### config.mk
export PLATFORM = sky130hd
export DESIGN_NAME = xgmii_rx_aligner_flat
export DESIGN_NICKNAME = d
export VERILOG_FILES = /design/src/rtl/xgmii_rx_aligner_pkg.sv /design/src/rtl/xgmii_rx_aligner_if.sv /design/src/rtl/xgmii_rx_aligner_lane_decode.sv /design/src/rtl/xgmii_rx_aligner.sv /design/src/flat_wrapper.sv
export SDC_FILE = /design/constraint.sdc
export NUM_CORES = 1
export LEC_CHECK = 0
export CAP_MARGIN = 20
export CORE_MARGIN = 3
export CORE_UTILIZATION = 48
export CTS_CLUSTER_DIAMETER = 80
export DETAILED_ROUTE_END_ITERATION = 10
export PLACE_DENSITY = 0.76
export SLEW_MARGIN = 10
export SYNTH_ARGS = -nofsm -noshare
export SYNTH_HDL_FRONTEND = slang
export SYNTH_HIERARCHICAL = 1
export SYNTH_SLANG_ARGS = --single-unit
### constraint.sdc
create_clock -name rx_clk -period 2.2 [get_ports rx_clk]
set_input_delay 0.44 -clock rx_clk [delete_from_list [all_inputs] [get_ports rx_clk]]
set_output_delay 0.44 -clock rx_clk [all_outputs]
set_load 0.03 [all_outputs]
### src/rtl/xgmii_rx_aligner_pkg.sv
// Shared XGMII constants, alignment mode type and per-lane character helpers
// for the rx lane aligner.
package xgmii_rx_aligner_pkg;

   localparam logic [7:0]  XGMII_IDLE      = 8'h07;
   localparam logic [7:0]  XGMII_START     = 8'hFB;
   localparam logic [63:0] XGMII_IDLE_WORD = 64'h0707070707070707;
   localparam logic [7:0]  XGMII_IDLE_CTRL = 8'hFF;

   typedef enum logic [0:0] {
      MODE_NORMAL = 1'b0,
      MODE_SHIFT  = 1'b1
   } mode_e;

   function automatic logic is_start(input logic [7:0] data, input logic ctrl);
      return ctrl && (data == XGMII_START);
   endfunction

   function automatic logic is_idle(input logic [7:0] data, input logic ctrl);
      return ctrl && (data == XGMII_IDLE);
   endfunction

endpackage

### src/rtl/xgmii_rx_aligner_if.sv
// Data-path and status signals of the XGMII rx aligner; the aligner is the
// slave side, the traffic source / sink is the master side.
interface xgmii_rx_aligner_if #(
   parameter int CNT_W = 16
);
   logic             rx_clk_en_i;
   logic [63:0]      xgmii_rxd_i;
   logic [7:0]       xgmii_rxc_i;
   logic [63:0]      xgmii_rxd_o;
   logic [7:0]       xgmii_rxc_o;
   logic             lane_shift_o;
   logic [CNT_W-1:0] sof_err_cnt_o;

   modport slave (
      input  rx_clk_en_i, xgmii_rxd_i, xgmii_rxc_i,
      output xgmii_rxd_o, xgmii_rxc_o, lane_shift_o, sof_err_cnt_o
   );

   modport master (
      output rx_clk_en_i, xgmii_rxd_i, xgmii_rxc_i,
      input  xgmii_rxd_o, xgmii_rxc_o, lane_shift_o, sof_err_cnt_o
   );
endinterface

### src/rtl/xgmii_rx_aligner_lane_decode.sv
// Combinational classification of one 64-bit XGMII word: Start position and
// whether the low four lanes carry only Idle.
module xgmii_lane_decode
   import xgmii_rx_aligner_pkg::*;
(
   input  logic [63:0] rxd,
   input  logic [7:0]  rxc,
   output logic        start_l0,
   output logic        start_l4,
   output logic        start_bad,
   output logic        lo_all_idle
);
   logic [7:0] start_s;
   logic [3:0] idle_s;

   // per-lane Start / Idle flags
   always_comb begin
      start_s = 8'h00;
      idle_s  = 4'h0;
      for (int k = 0; k < 8; k++) begin
         start_s[k] = is_start(rxd[8*k +: 8], rxc[k]);
      end
      for (int k = 0; k < 4; k++) begin
         idle_s[k] = is_idle(rxd[8*k +: 8], rxc[k]);
      end
   end

   assign start_l0    = start_s[0];
   assign start_l4    = start_s[4];
   assign start_bad   = |{start_s[7:5], start_s[3:1]};
   assign lo_all_idle = &idle_s;

endmodule

### src/rtl/xgmii_rx_aligner.sv
// XGMII rx lane aligner: moves every Start to lane 0 with a fixed three-cycle
// latency and counts Start characters found in unsupported positions.
module xgmii_rx_aligner
   import xgmii_rx_aligner_pkg::*;
#(
   parameter int CNT_W = 16
) (
   input  logic               rx_clk,
   input  logic               rx_rst,
   xgmii_rx_aligner_if.slave  bus
);
   logic [63:0]      d1_d_r, d2_d_r, out_d_r, out_d_nxt_s;
   logic [7:0]       d1_c_r, d2_c_r, out_c_r, out_c_nxt_s;
   mode_e            mode_r, mode_nxt_s;
   logic             lane_shift_r, shift_now_s, err_s;
   logic [CNT_W-1:0] cnt_r;

   logic d1_start_l0_s, d1_start_l4_s, d1_start_bad_s, d1_lo_idle_s;
   logic d2_start_l0_s, d2_start_l4_s, d2_start_bad_s, d2_lo_idle_s;
   logic dec_unused_s;

   xgmii_lane_decode u_dec_d1 (
      .rxd(d1_d_r), .rxc(d1_c_r),
      .start_l0(d1_start_l0_s), .start_l4(d1_start_l4_s),
      .start_bad(d1_start_bad_s), .lo_all_idle(d1_lo_idle_s)
   );

   xgmii_lane_decode u_dec_d2 (
      .rxd(d2_d_r), .rxc(d2_c_r),
      .start_l0(d2_start_l0_s), .start_l4(d2_start_l4_s),
      .start_bad(d2_start_bad_s), .lo_all_idle(d2_lo_idle_s)
   );

   assign dec_unused_s = ^{d1_start_l4_s, d1_start_bad_s, d1_lo_idle_s, d2_start_l0_s};

   // output word selection and next alignment mode
   always_comb begin
      shift_now_s = 1'b0;
      err_s       = d2_start_bad_s;
      mode_nxt_s  = mode_r;
      out_d_nxt_s = d2_d_r;
      out_c_nxt_s = d2_c_r;
      if (mode_r == MODE_SHIFT) begin
         shift_now_s = 1'b1;
      end else if (d2_start_l4_s) begin
         shift_now_s = 1'b1;
         // lanes 0-3 of d2 are deleted, so they must have been pure IPG
         if (!d2_lo_idle_s) begin
            err_s = 1'b1;
         end else begin
            err_s = d2_start_bad_s;
         end
      end else begin
         shift_now_s = 1'b0;
      end
      if (shift_now_s) begin
         out_d_nxt_s = {d1_d_r[31:0], d2_d_r[63:32]};
         out_c_nxt_s = {d1_c_r[3:0], d2_c_r[7:4]};
         // a lane-0 Start in d1 is emitted next cycle by NORMAL mode instead
         if (d1_start_l0_s) begin
            out_d_nxt_s[63:32] = XGMII_IDLE_WORD[63:32];
            out_c_nxt_s[7:4]   = XGMII_IDLE_CTRL[7:4];
            mode_nxt_s         = MODE_NORMAL;
         end else begin
            mode_nxt_s = MODE_SHIFT;
         end
      end else begin
         mode_nxt_s = mode_r;
      end
   end

   // pipeline, mode and saturating error counter, all frozen while disabled
   always_ff @(posedge rx_clk) begin
      if (rx_rst) begin
         d1_d_r       <= XGMII_IDLE_WORD;
         d1_c_r       <= XGMII_IDLE_CTRL;
         d2_d_r       <= XGMII_IDLE_WORD;
         d2_c_r       <= XGMII_IDLE_CTRL;
         out_d_r      <= XGMII_IDLE_WORD;
         out_c_r      <= XGMII_IDLE_CTRL;
         mode_r       <= MODE_NORMAL;
         lane_shift_r <= 1'b0;
         cnt_r        <= {CNT_W{1'b0}};
      end else if (bus.rx_clk_en_i) begin
         d1_d_r       <= bus.xgmii_rxd_i;
         d1_c_r       <= bus.xgmii_rxc_i;
         d2_d_r       <= d1_d_r;
         d2_c_r       <= d1_c_r;
         out_d_r      <= out_d_nxt_s;
         out_c_r      <= out_c_nxt_s;
         mode_r       <= mode_nxt_s;
         lane_shift_r <= shift_now_s;
         if (err_s && (cnt_r != {CNT_W{1'b1}})) begin
            cnt_r <= cnt_r + {{(CNT_W-1){1'b0}}, 1'b1};
         end
      end
   end

   assign bus.xgmii_rxd_o   = out_d_r;
   assign bus.xgmii_rxc_o   = out_c_r;
   assign bus.lane_shift_o  = lane_shift_r;
   assign bus.sof_err_cnt_o = cnt_r;

endmodule

### src/flat_wrapper.sv
// flat-port wrapper written by rule: the top's interface ports become plain ports
module xgmii_rx_aligner_flat import xgmii_rx_aligner_pkg::*;
#(
   parameter int CNT_W = 16
)
  (rx_clk, rx_rst, bus_rx_clk_en_i, bus_xgmii_rxd_i, bus_xgmii_rxc_i, bus_xgmii_rxd_o, bus_xgmii_rxc_o, bus_lane_shift_o, bus_sof_err_cnt_o);
  xgmii_rx_aligner_if #(.CNT_W(CNT_W)) bus_i ();
  input  logic rx_clk;
  input  logic rx_rst;
  input wire logic [$bits(bus_i.rx_clk_en_i)-1:0] bus_rx_clk_en_i;
  input wire logic [$bits(bus_i.xgmii_rxd_i)-1:0] bus_xgmii_rxd_i;
  input wire logic [$bits(bus_i.xgmii_rxc_i)-1:0] bus_xgmii_rxc_i;
  output wire logic [$bits(bus_i.xgmii_rxd_o)-1:0] bus_xgmii_rxd_o;
  output wire logic [$bits(bus_i.xgmii_rxc_o)-1:0] bus_xgmii_rxc_o;
  output wire logic [$bits(bus_i.lane_shift_o)-1:0] bus_lane_shift_o;
  output wire logic [$bits(bus_i.sof_err_cnt_o)-1:0] bus_sof_err_cnt_o;
  assign bus_i.rx_clk_en_i = bus_rx_clk_en_i;
  assign bus_i.xgmii_rxd_i = bus_xgmii_rxd_i;
  assign bus_i.xgmii_rxc_i = bus_xgmii_rxc_i;
  assign bus_xgmii_rxd_o = bus_i.xgmii_rxd_o;
  assign bus_xgmii_rxc_o = bus_i.xgmii_rxc_o;
  assign bus_lane_shift_o = bus_i.lane_shift_o;
  assign bus_sof_err_cnt_o = bus_i.sof_err_cnt_o;
  xgmii_rx_aligner #(.CNT_W(CNT_W)) u_core (.rx_clk(rx_clk), .rx_rst(rx_rst), .bus(bus_i));
endmodule
==> flow_summary.yaml, run 1 <==
setup_path:
  crit_required_ps: 2630
  critPathArrivalTime_ps: 2600
  ff2ff_setup_slack_ps: 40
  r2r_cells: 7
  cp_slowest_cell: "or4_4"
  critPathBufInv: 1
  path_max_fanout: 9
  crit_path_start: "u_core/d2_d_r[8]"
  path_class: "flop to flop"
  reg2reg_to: "u_core/bus.sof_err_cnt_o[9]"
  critPathLaunchType: "flop"
  slowest_delay_ps: 500
  crit_chain: "nand3_4, or4_4, o311ai_4, o2111ai_2, buf_6, or4_1, a21oi_1"
  cp-end-kind: "flop"
  reg2reg_from: "u_core/d2_d_r[8]"
  crit_family: "simple AND/OR/NAND/NOR gates"
cells_and_area:
  final_core_util_pct: 65.1
  diodes: 0
  num-fill-cells: 1645
  final_nets: 1289
  drive_above_1_share_pct: 12.5
  final_cell_mix: "227 x dfxtp_1, 161 x clkdlybuf4s50_1, 159 x nor2_1"
  syn_to_final_growth_pct: 32.1
  final_common_cell: "dfxtp_1"
min_path:
  hold_start: "rx_rst"
  whs_endpoint: "u_core/bus.sof_err_cnt_o[10]"
  min_path_type: "primary input to flop"
  whs_path_depth: 2
sta:
  worstMarginPinSlew_ps: 768
  finalSetupTns_ps: 0
  hold_violations: 0
  holdWs_ps: 386
  finalSetupViolCount: 0
  finalCriticalPeriod_ps: 2160
  slew_violations: 0
  max-slew-margin-rel_pct: 48.8
  max_freq_ghz: 0.462
  setup_ws_ps: 35.5
  fin_crit_sh_pct: 98.4
  clock_skew_ps: 8.60
die:
  ios: 164
  design.die.area_um2: 21900
  die_h_um: 148
  rows: 51
  die_w_um: 148
  start_util_pct: 49.3
  core_region_area_um2: 19700
synthesis:
  syn-num-nets: 1119
  synthCells: 1043
  yosys_warnings: 6
  syn_area_um2: 9690
  synth.avg_cell_area_um2: 9.29
place:
  gp_congestion: 0.934
  portBuffers: 163
  dp_hpwl_um: 18700
  detailedPlace.worstSlack_ps: -89.7
clock_tree:
  clkSlewWorstSetupHoldPaths_ps: 60
  clockBufferDepth: 3
  cts_hold_buf: 0
  cts_buffers: 24
  root_buffer: "clkbuf_16"
  clk_latency_ps: 510
  cts_tree: "yes"
  htreeDepth: 1
  clock-sinks: 234
power_and_ir_drop:
  powerDensity_nw_per_um2: 756
  total_power_mw: 9.67
  ir_worst_vdd_v: 0.000486
  total_leakage_power_nw: 5.16
status:
  outcome: "finished clean"
flow_run:
  maxCapViolCount: 0
drt:
  finalWirelength_um: 27200
  route.detailed.drc: 0
  num_vias: 8371
  drtPass1Iterations: 5
  drtIter0Drc: 887
  wire_per_inst_um: 18.2
  antenna_left: 0
  via_per_inst: 5.61
grt:
  grt_antenna_before_repair: 0
  grt_max_degree: 145
  grtUsageTotal_pct: 23.4
  grt_pass1_vias: 7685
  overflow: 0
  grt_pass1_wl_um: 41400
[layer usage]
layer / vias to the layer above / track usage [%] / share of wire, %
met1: 3927 / 35.1 / 46
met4: 0 / 6.14 / 2.6
li1: 4034 / - / -
met5: - / 0 / 0
met2: 359 / 34.7 / 43
met3: 51 / 4.17 / 8.6
[report_power, final]
| group | total, mW | switching [mW] | internal [mW] |
|---|---|---|---|
| logic | 1.19 | 0.613 | 0.582 |
| registers | 4.64 | 0.174 | 4.46 |
| clock network | 3.84 | 1.59 | 2.24 |
| total | 9.67 | 2.38 | 7.29 |
[flip-flops by register name, indices dropped and copies added, names as in the netlist]
register / flops
u_core/bus.xgmii_rxd_o: 64
u_core/d1_d_r: 64
u_core/d2_d_r: 64
u_core/bus.sof_err_cnt_o: 16
u_core/bus.xgmii_rxc_o: 8
u_core/d1_c_r: 8
u_core/d2_c_r: 8
u_core/bus.lane_shift_o: 1
u_core/mode_r: 1
[per-stage QoR]
step           area [µm²]  std cells
5_1_grt             12800       1493
3_3_place_gp        11900       1450
4_1_cts             12700       1491
2_1_floorplan        9690       1043
6_report            12800       1493
3_5_place_dp        11900       1450
[how the worst max path moves through the flow]
stage,endpoint,cells after the start,slack [ps]
3_3_place_gp,u_core/bus.sof_err_cnt_o[11],7,-60
6_report,u_core/bus.sof_err_cnt_o[9],7,40
4_1_cts,u_core/bus.sof_err_cnt_o[11],7,-10
3_5_place_dp,u_core/bus.sof_err_cnt_o[15],7,-90
2_1_floorplan,u_core/bus.sof_err_cnt_o[14],7,80
5_1_grt,u_core/bus.sof_err_cnt_o[13],10,-30
[final cells by class]
cell class	count	area [µm²]	area share, %
well taps	265	332	2.59
repair buffers	233	2270	17.8
flip-flops and latches	234	4690	36.7
inverters	4	15.0	0.117
clock inverters	3	17.5	0.137
multi-input cells	716	4740	37.0
clock buffers	38	724	5.66
[worst reg2reg max path, delay by kind of cell (launching register included)]
kind                   cells  cell delay, ps
flip-flops                 1             370
AO/OA/AOI/OAI              3             460
buffers and inverters      1             160
AND/OR/NAND/NOR            3            1100
[repair_timing]
action / in CTS / in global routing
pin swaps: 0 / 4
buffers inserted: 0 / 2
setup endpoints to repair: 13 / 17
gates resized for setup: 5 / 23
No activity file was read; power rests on OpenSTA's default activity.
==> run 2: changes to the inputs <==
--- a/config.mk
+++ b/config.mk
@@ -5,7 +5,7 @@
 export SDC_FILE = /design/constraint.sdc
 export NUM_CORES = 1
 export LEC_CHECK = 0
-export CAP_MARGIN = 20
+export CAP_MARGIN = 40
 export CORE_MARGIN = 3
 export CORE_UTILIZATION = 48
 export CTS_CLUSTER_DIAMETER = 80
==> results of run 2 <==
No change in the layout: final DEF, timing and power equal those of run 1.
